**src/rtl/fetch_unit_pkg.sv**
```systemverilog
// fetch_unit_pkg: shared types and constants for the fetch unit and its decoder consumer
package fetch_unit_pkg;
  localparam logic [31:0] RESET_PC_DEFAULT = 32'h0000_0000;
  typedef enum logic {FETCH, DRAIN} state_e;
  typedef struct packed {
    logic [31:0] pc;
    logic [31:0] instr;
  } fetch_entry_t;
  localparam logic [6:0] OPC_LOAD   = 7'b0000011;
  localparam logic [6:0] OPC_STORE  = 7'b0100011;
  localparam logic [6:0] OPC_OP_IMM = 7'b0010011;
  localparam logic [6:0] OPC_OP     = 7'b0110011;
  localparam logic [6:0] OPC_LUI    = 7'b0110111;
  localparam logic [6:0] OPC_AUIPC  = 7'b0010111;
  localparam logic [6:0] OPC_BRANCH = 7'b1100011;
  localparam logic [6:0] OPC_JAL    = 7'b1101111;
  localparam logic [6:0] OPC_JALR   = 7'b1100111;
  localparam logic [6:0] OPC_SYSTEM = 7'b1110011;
endpackage

```
**src/rtl/fetch_fifo.sv**
```systemverilog
// fetch_fifo: DEPTH-entry FIFO of {pc, instr} with synchronous flush
// Ports: clk, rst_n (async low); flush_i/push_i/pop_i controls; entry_i write data;
//        head_o oldest entry (undefined when empty); count_o occupancy.
module fetch_fifo
  import fetch_unit_pkg::*;
#(
  parameter int DEPTH = 2,
  localparam int CW = $clog2(DEPTH + 1),
  localparam int PW = (DEPTH > 1) ? $clog2(DEPTH) : 1
) (
  input  logic          clk,
  input  logic          rst_n,
  input  logic          flush_i,
  input  logic          push_i,
  input  logic          pop_i,
  input  fetch_entry_t  entry_i,
  output fetch_entry_t  head_o,
  output logic [CW-1:0] count_o
);
  logic [PW-1:0] rd_q, wr_q;
  logic [CW-1:0] cnt_q;
  fetch_entry_t  mem_q [DEPTH];
  function automatic logic [PW-1:0] nxt(input logic [PW-1:0] p);
    return (p == PW'(DEPTH - 1)) ? '0 : p + 1'b1;
  endfunction
  always_ff @(posedge clk or negedge rst_n) begin
    if (!rst_n) begin
      rd_q  <= '0;
      wr_q  <= '0;
      cnt_q <= '0;
    end else if (flush_i) begin
      rd_q  <= '0;
      wr_q  <= '0;
      cnt_q <= '0;
    end else begin
      rd_q  <= pop_i ? nxt(rd_q) : rd_q;
      wr_q  <= push_i ? nxt(wr_q) : wr_q;
      cnt_q <= cnt_q + CW'(push_i) - CW'(pop_i);
    end
  end
  // At full occupancy a push lands in the slot being popped the same cycle.
  always_ff @(posedge clk) begin
    if (push_i && !flush_i) mem_q[wr_q] <= entry_i;
  end
  assign head_o  = mem_q[rd_q];
  assign count_o = cnt_q;
endmodule

```
**src/rtl/fetch_unit.sv**
```systemverilog
// fetch_unit: instruction fetch with in-order memory requests, buffering and redirect drain
// Ports: clk, rst_n (async low); imem_req_valid/ready/addr request channel;
//        imem_rsp_valid/data response channel; instr_valid/ready/instr/instr_pc/
//        instr_pc_plus4 to decoder; redirect_valid/target from branch resolution;
//        misalign pulse for an unaligned redirect target.
module fetch_unit
  import fetch_unit_pkg::*;
#(
  parameter logic [31:0] RESET_PC = RESET_PC_DEFAULT,
  parameter int          DEPTH    = 2
) (
  input  logic        clk,
  input  logic        rst_n,
  output logic        imem_req_valid,
  input  logic        imem_req_ready,
  output logic [31:0] imem_addr,
  input  logic        imem_rsp_valid,
  input  logic [31:0] imem_rsp_data,
  output logic        instr_valid,
  input  logic        instr_ready,
  output logic [31:0] instr,
  output logic [31:0] instr_pc,
  output logic [31:0] instr_pc_plus4,
  input  logic        redirect_valid,
  input  logic [31:0] redirect_target,
  output logic        misalign
);
  localparam int CW = $clog2(DEPTH + 1);
  state_e        state_q, state_d;
  logic [31:0]   pc_q, pc_d, rsp_pc, tgt;
  logic [CW-1:0] out_q, out_d, drop_q, drop_d, cnt;
  logic          accept, push, pop;
  fetch_entry_t  head, rsp_entry;
  assign tgt    = {redirect_target[31:2], 2'b00};
  // Responses return in order, so the oldest live request sits out_q words behind fetch_pc.
  assign rsp_pc = pc_q - 32'({out_q, 2'b00});
  assign rsp_entry = '{pc: rsp_pc, instr: imem_rsp_data};
  // Counting buffered entries plus in-flight requests keeps the FIFO from ever overflowing.
  assign imem_req_valid = rst_n && state_q == FETCH && !redirect_valid &&
                          ({1'b0, out_q} + {1'b0, cnt}) < (CW + 1)'(DEPTH);
  assign imem_addr      = pc_q;
  assign accept         = imem_req_valid && imem_req_ready;
  assign push           = state_q == FETCH && imem_rsp_valid && !redirect_valid;
  assign pop            = instr_valid && instr_ready && !redirect_valid;
  assign instr_valid    = cnt != '0;
  assign instr          = instr_valid ? head.instr : '0;
  assign instr_pc       = instr_valid ? head.pc : '0;
  assign instr_pc_plus4 = instr_pc + 32'd4;
  assign misalign       = rst_n && redirect_valid && |redirect_target[1:0];
  always_comb begin
    state_d = state_q;
    pc_d    = pc_q;
    out_d   = out_q;
    drop_d  = drop_q;
    if (state_q == FETCH) begin
      out_d = out_q + CW'(accept) - CW'(imem_rsp_valid);
      pc_d  = accept ? pc_q + 32'd4 : pc_q;
      if (redirect_valid) begin
        pc_d    = tgt;
        out_d   = '0;
        drop_d  = out_q - CW'(imem_rsp_valid);
        state_d = (drop_d != '0) ? DRAIN : FETCH;
      end
    end else begin
      drop_d  = imem_rsp_valid ? drop_q - 1'b1 : drop_q;
      pc_d    = redirect_valid ? tgt : pc_q;
      state_d = (drop_d == '0) ? FETCH : DRAIN;
    end
  end
  always_ff @(posedge clk or negedge rst_n) begin
    if (!rst_n) begin
      state_q <= FETCH;
      pc_q    <= RESET_PC;
      out_q   <= '0;
      drop_q  <= '0;
    end else begin
      state_q <= state_d;
      pc_q    <= pc_d;
      out_q   <= out_d;
      drop_q  <= drop_d;
    end
  end
  fetch_fifo #(.DEPTH(DEPTH)) u_fifo (
    .clk    (clk),
    .rst_n  (rst_n),
    .flush_i(redirect_valid),
    .push_i (push),
    .pop_i  (pop),
    .entry_i(rsp_entry),
    .head_o (head),
    .count_o(cnt)
  );
endmodule
```
**config.mk**
```make
export PLATFORM = sky130hd
export DESIGN_NAME = fetch_unit
export DESIGN_NICKNAME = d
export VERILOG_FILES = /design/src/rtl/fetch_unit_pkg.sv /design/src/rtl/fetch_fifo.sv /design/src/rtl/fetch_unit.sv
export SDC_FILE = /design/constraint.sdc
export NUM_CORES = 1
export LEC_CHECK = 0
export BUFFER_PORTS_ARGS = -buffer_cell sky130_fd_sc_hd__buf_2
export CAP_MARGIN = 20
export CORE_ASPECT_RATIO = 0.8
export CORE_MARGIN = 1
export CORE_UTILIZATION = 45
export DETAILED_ROUTE_END_ITERATION = 6
export PLACE_DENSITY = 0.81
export SLEW_MARGIN = 20
export SYNTH_ARGS = -nofsm -noshare
export SYNTH_HDL_FRONTEND = slang
export SYNTH_SLANG_ARGS = --single-unit
```
**constraint.sdc**
```tcl
create_clock -name clk -period 4.3 [get_ports clk]
set_clock_uncertainty 0.05 [all_clocks]
set_input_delay 0.86 -clock clk [delete_from_list [all_inputs] [get_ports clk]]
set_output_delay 0.86 -clock clk [all_outputs]
set_load 0.005 [all_outputs]
```
==> impl_metrics.toml <==
[pwr]
irDropWorstVdd_mv = 0.297
cellLeakagePower_nw = 4.06
total_power_mw = 5.37
power.density_nw_per_um2 = 527

[floorplan]
fp.dieH_um = 125
num_rows = 44
die_x_um = 156
dieArea_um2 = 19400
core_um2 = 18300
io_pins = 201
start_util_pct = 46.3

[routing]
first_pass_iters = 5
postRouteAntennaNets = 0
vias = 6501
drc = 0
routedWlPerCell_um = 17.3
routed_via_density = 5.44
routed_wl_um = 20700
drt_iter0_drc = 632

[place]
dpl_worst_slack_ns = 0.611
dp_hpwl_um = 15200
port_buffers = 194
gp_congestion = 0.888
placed_area_um2 = 9610

[clock_network]
cts_tree = "yes"
htree_levels = 4
clock-root-buffer = "clkbuf_16"
cts_buffers = 17
worstSkewPairLatency_ns = 0.44
worst_setup_hold_path_clk_slew_ns = 0.07
cts_max_path_buffers = 2
postCtsHoldBufs = 0
cts_sinks = 163

[critical_path]
r2r_start = "u_fifo.count_o[0]"
path_buf_inv = 2
crit_family = "simple AND/OR/NAND/NOR gates"
critPathLaunchType = "register"
cp_data_arrival_time_ns = 3.08
crit_type = "register to output pin"
rrSetupSlack_ns = 1.32
cp-end-kind = "output pin"
cp.required_ns = 3.39
path_depth = 7
reg2reg_depth = 13
worstPathMaxFanout = 28
rr_endpoint = "out_q[1]"
cp_cell_sequence = "nor2_4 -> buf_4 -> nor3_1 -> nand4_1 -> nor4_1 -> mux2_2 -> buf_2"
slowest_delay_ns = 0.53
crit_slowest_cell = "nand4_1"

[synthesis]
synth_xor_area_share_pct = 6.60
synth_fa_ha_area_share_pct = 1.80
synth-edff-count = 124
ys.flop_type = "edfxtp_1"
ys_seq_area_share_pct = 55.3
netlist_instances = 754
netlist.area_leader.share_pct = 43.8
ys_seq_elements = 163
synth.area.top_cells = "edfxtp_1 (44%), dfrtp_1 (11%), mux2i_1 (7.3%), nor2_1 (4.3%), xor2_1 (4.3%)"
synth_top_family_by_area = "simple AND/OR/NAND/NOR gates"
synthSimpleGateAreaFrac_pct = 16.9
yosysTopAreaCell = "edfxtp_1"
muxShareOfSynthArea_pct = 7.44
synth_compound_area_share_pct = 7.47
async_flop_share_pct = 23.9
synth.avg_cell_area_um2 = 11.3
synth-warning-count = 0
synth.distinct_cells = 63
synth_area_um2 = 8490

[run_status]
status = "complete, no violations"

[sta]
postLayoutSetupSlackWorst_ns = 0.306
hold_viol = 0
period_needed_ns = 3.99
setup_viol = 0
finalSetupTns_ns = 0
post-route-period-util_pct = 92.9
slew_headroom_pct = 46.4
fmax_mhz = 250
slew_violations = 0
worstMarginPinSlew_ns = 0.804
rsz0062_at_grt = "false"

[finish]
stdcell_area_um2 = 10200
n_antenna_cell = 0
drive_gt1_share_pct = 28.0
area_growth_syn_to_layout_pct = 20.1
nets = 1011
fillers = 1615

[global_routing]
grt_usage_pct = 22.1
gr-total-overflow = 0
grt_max_degree = 47
grt_first_pass_wirelength_um = 32500
antenna_found_initial = 0
grt_pass1_vias = 5840

[hold_path]
hold_class = "primary input to async pin"

[run]
maxCapViolations = 0
==> worst max path at each step <==
stage                 startpoint            endpoint  slack [ns]
6_report       u_fifo.count_o[1]  instr_pc_plus4[21]        0.31
5_1_grt        u_fifo.count_o[1]  instr_pc_plus4[21]        0.02
4_1_cts              u_fifo.rd_q  instr_pc_plus4[12]        0.14
3_5_place_dp         u_fifo.rd_q  instr_pc_plus4[12]        0.61
3_3_place_gp         u_fifo.rd_q  instr_pc_plus4[12]        0.70
2_1_floorplan     redirect_valid  u_fifo.mem_q[0][0]        0.59
==> power by group <==
group | internal, mW | total (mW) | switching (mW)
logic | 0.674 | 1.61 | 0.932
clock network | 0.774 | 1.47 | 0.692
registers | 1.98 | 2.30 | 0.324
==> cell usage after synthesis, drive strengths merged (2+ instances only) <==
library cell	number
nor2b	4
a22oi	5
o32ai	2
nand2b	2
and4	2
clkbuf	19
nand2	45
dfrtp	39
nor3b	3
or3	6
nor4	13
a2bb2oi	5
or4	4
edfxtp	124
a211oi	4
o22ai	11
a21oi	33
nor3	28
nand3b	5
inv	21
a31oi	2
nor2	98
fa	2
xnor2	22
and3	9
buf	33
xor2	42
mux2i	62
nand3	30
ha	9
nand4	14
o21ai	28
o211ai	2
and2	6
or2	4
==> layout by cell type (no fill, tap or decap), drive strengths merged, types with 13 or more instances in the layout <==
master and instances:
buf 204, clkbuf 17, edfxtp 124, inv 30, nor2 98, nor3 28, o21ai 28, xnor2 22
dfrtp 39, mux2i 62, xor2 42, nand2 45, nand3 30, nand4 14, a21oi 33, nor4 13
==> worst reg2reg max path: stages, from the launching register on <==
cell     delay, ns
dfrtp_1       0.40
inv_1         0.08
nor2_1        0.13
fa_1          0.42
or3b_1        0.46
nor2_1        0.20
nand2_1       0.13
ha_1          0.28
inv_1         0.06
ha_1          0.15
xor2_1        0.19
nor2_1        0.05
o21ai_0       0.15
o21ai_0       0.10
==> cell families (layout without fill, tap and decap cells) <==
family          count (synthesis)  after routing
buf+inv                        73            257
mux                            63             63
xor+xnor                       64             64
other cells                     1              6
simple gates                  277            277
fa+ha+maj                      11             11
compound gates                102            102
flops                         163            163
==> state kept, by name (all words and copies together), names as in the netlist <==
| register | count |
|---|---|
| u_fifo.mem_q | 124 |
| imem_addr | 30 |
| u_fifo.wr_q | 1 |
| drop_q | 2 |
| state_q | 1 |
| out_q | 2 |
| u_fifo.count_o | 2 |
| u_fifo.rd_q | 1 |
==> layout make-up <==
type / count / area, um2 / share of cell area (%)
clock buffer: 17 / 425 / 4.17
clock inverter: 15 / 155 / 1.52
inverter: 21 / 78.8 / 0.773
multi-input combinational: 523 / 3460 / 33.9
sequential: 163 / 4700 / 46.1
tap: 253 / 317 / 3.10
timing repair buffer: 204 / 1060 / 10.4
==> metrics by stage <==
step / hold WS, ns / std cells / util (%)
CTS: 0.531 / 1195 / 55.6
global placement: 0.512 / 1163 / 52.4
global route: 0.542 / 1196 / 55.6
floorplan: 0.479 / 759 / -
finish: 0.525 / 1196 / 55.6
detailed placement: 0.514 / 1163 / 52.4
==> repair_timing <==
action / CTS / global route
gates resized for setup: 0 / 1
setup buffers: 0 / 1
endpoints found under the setup margin: 0 / 11
==> metal layers <==
metal | track usage (%) | vias to the layer above | routed length, um
li1 | - | 3086 | -
met1 | 32.9 | 3079 | 9630
met2 | 32.4 | 310 | 9120
met3 | 4.94 | 26 | 1660
met4 | 5.77 | 0 | 265
met5 | 0 | - | 0
Note: power is estimated with default switching activity, not from simulation.
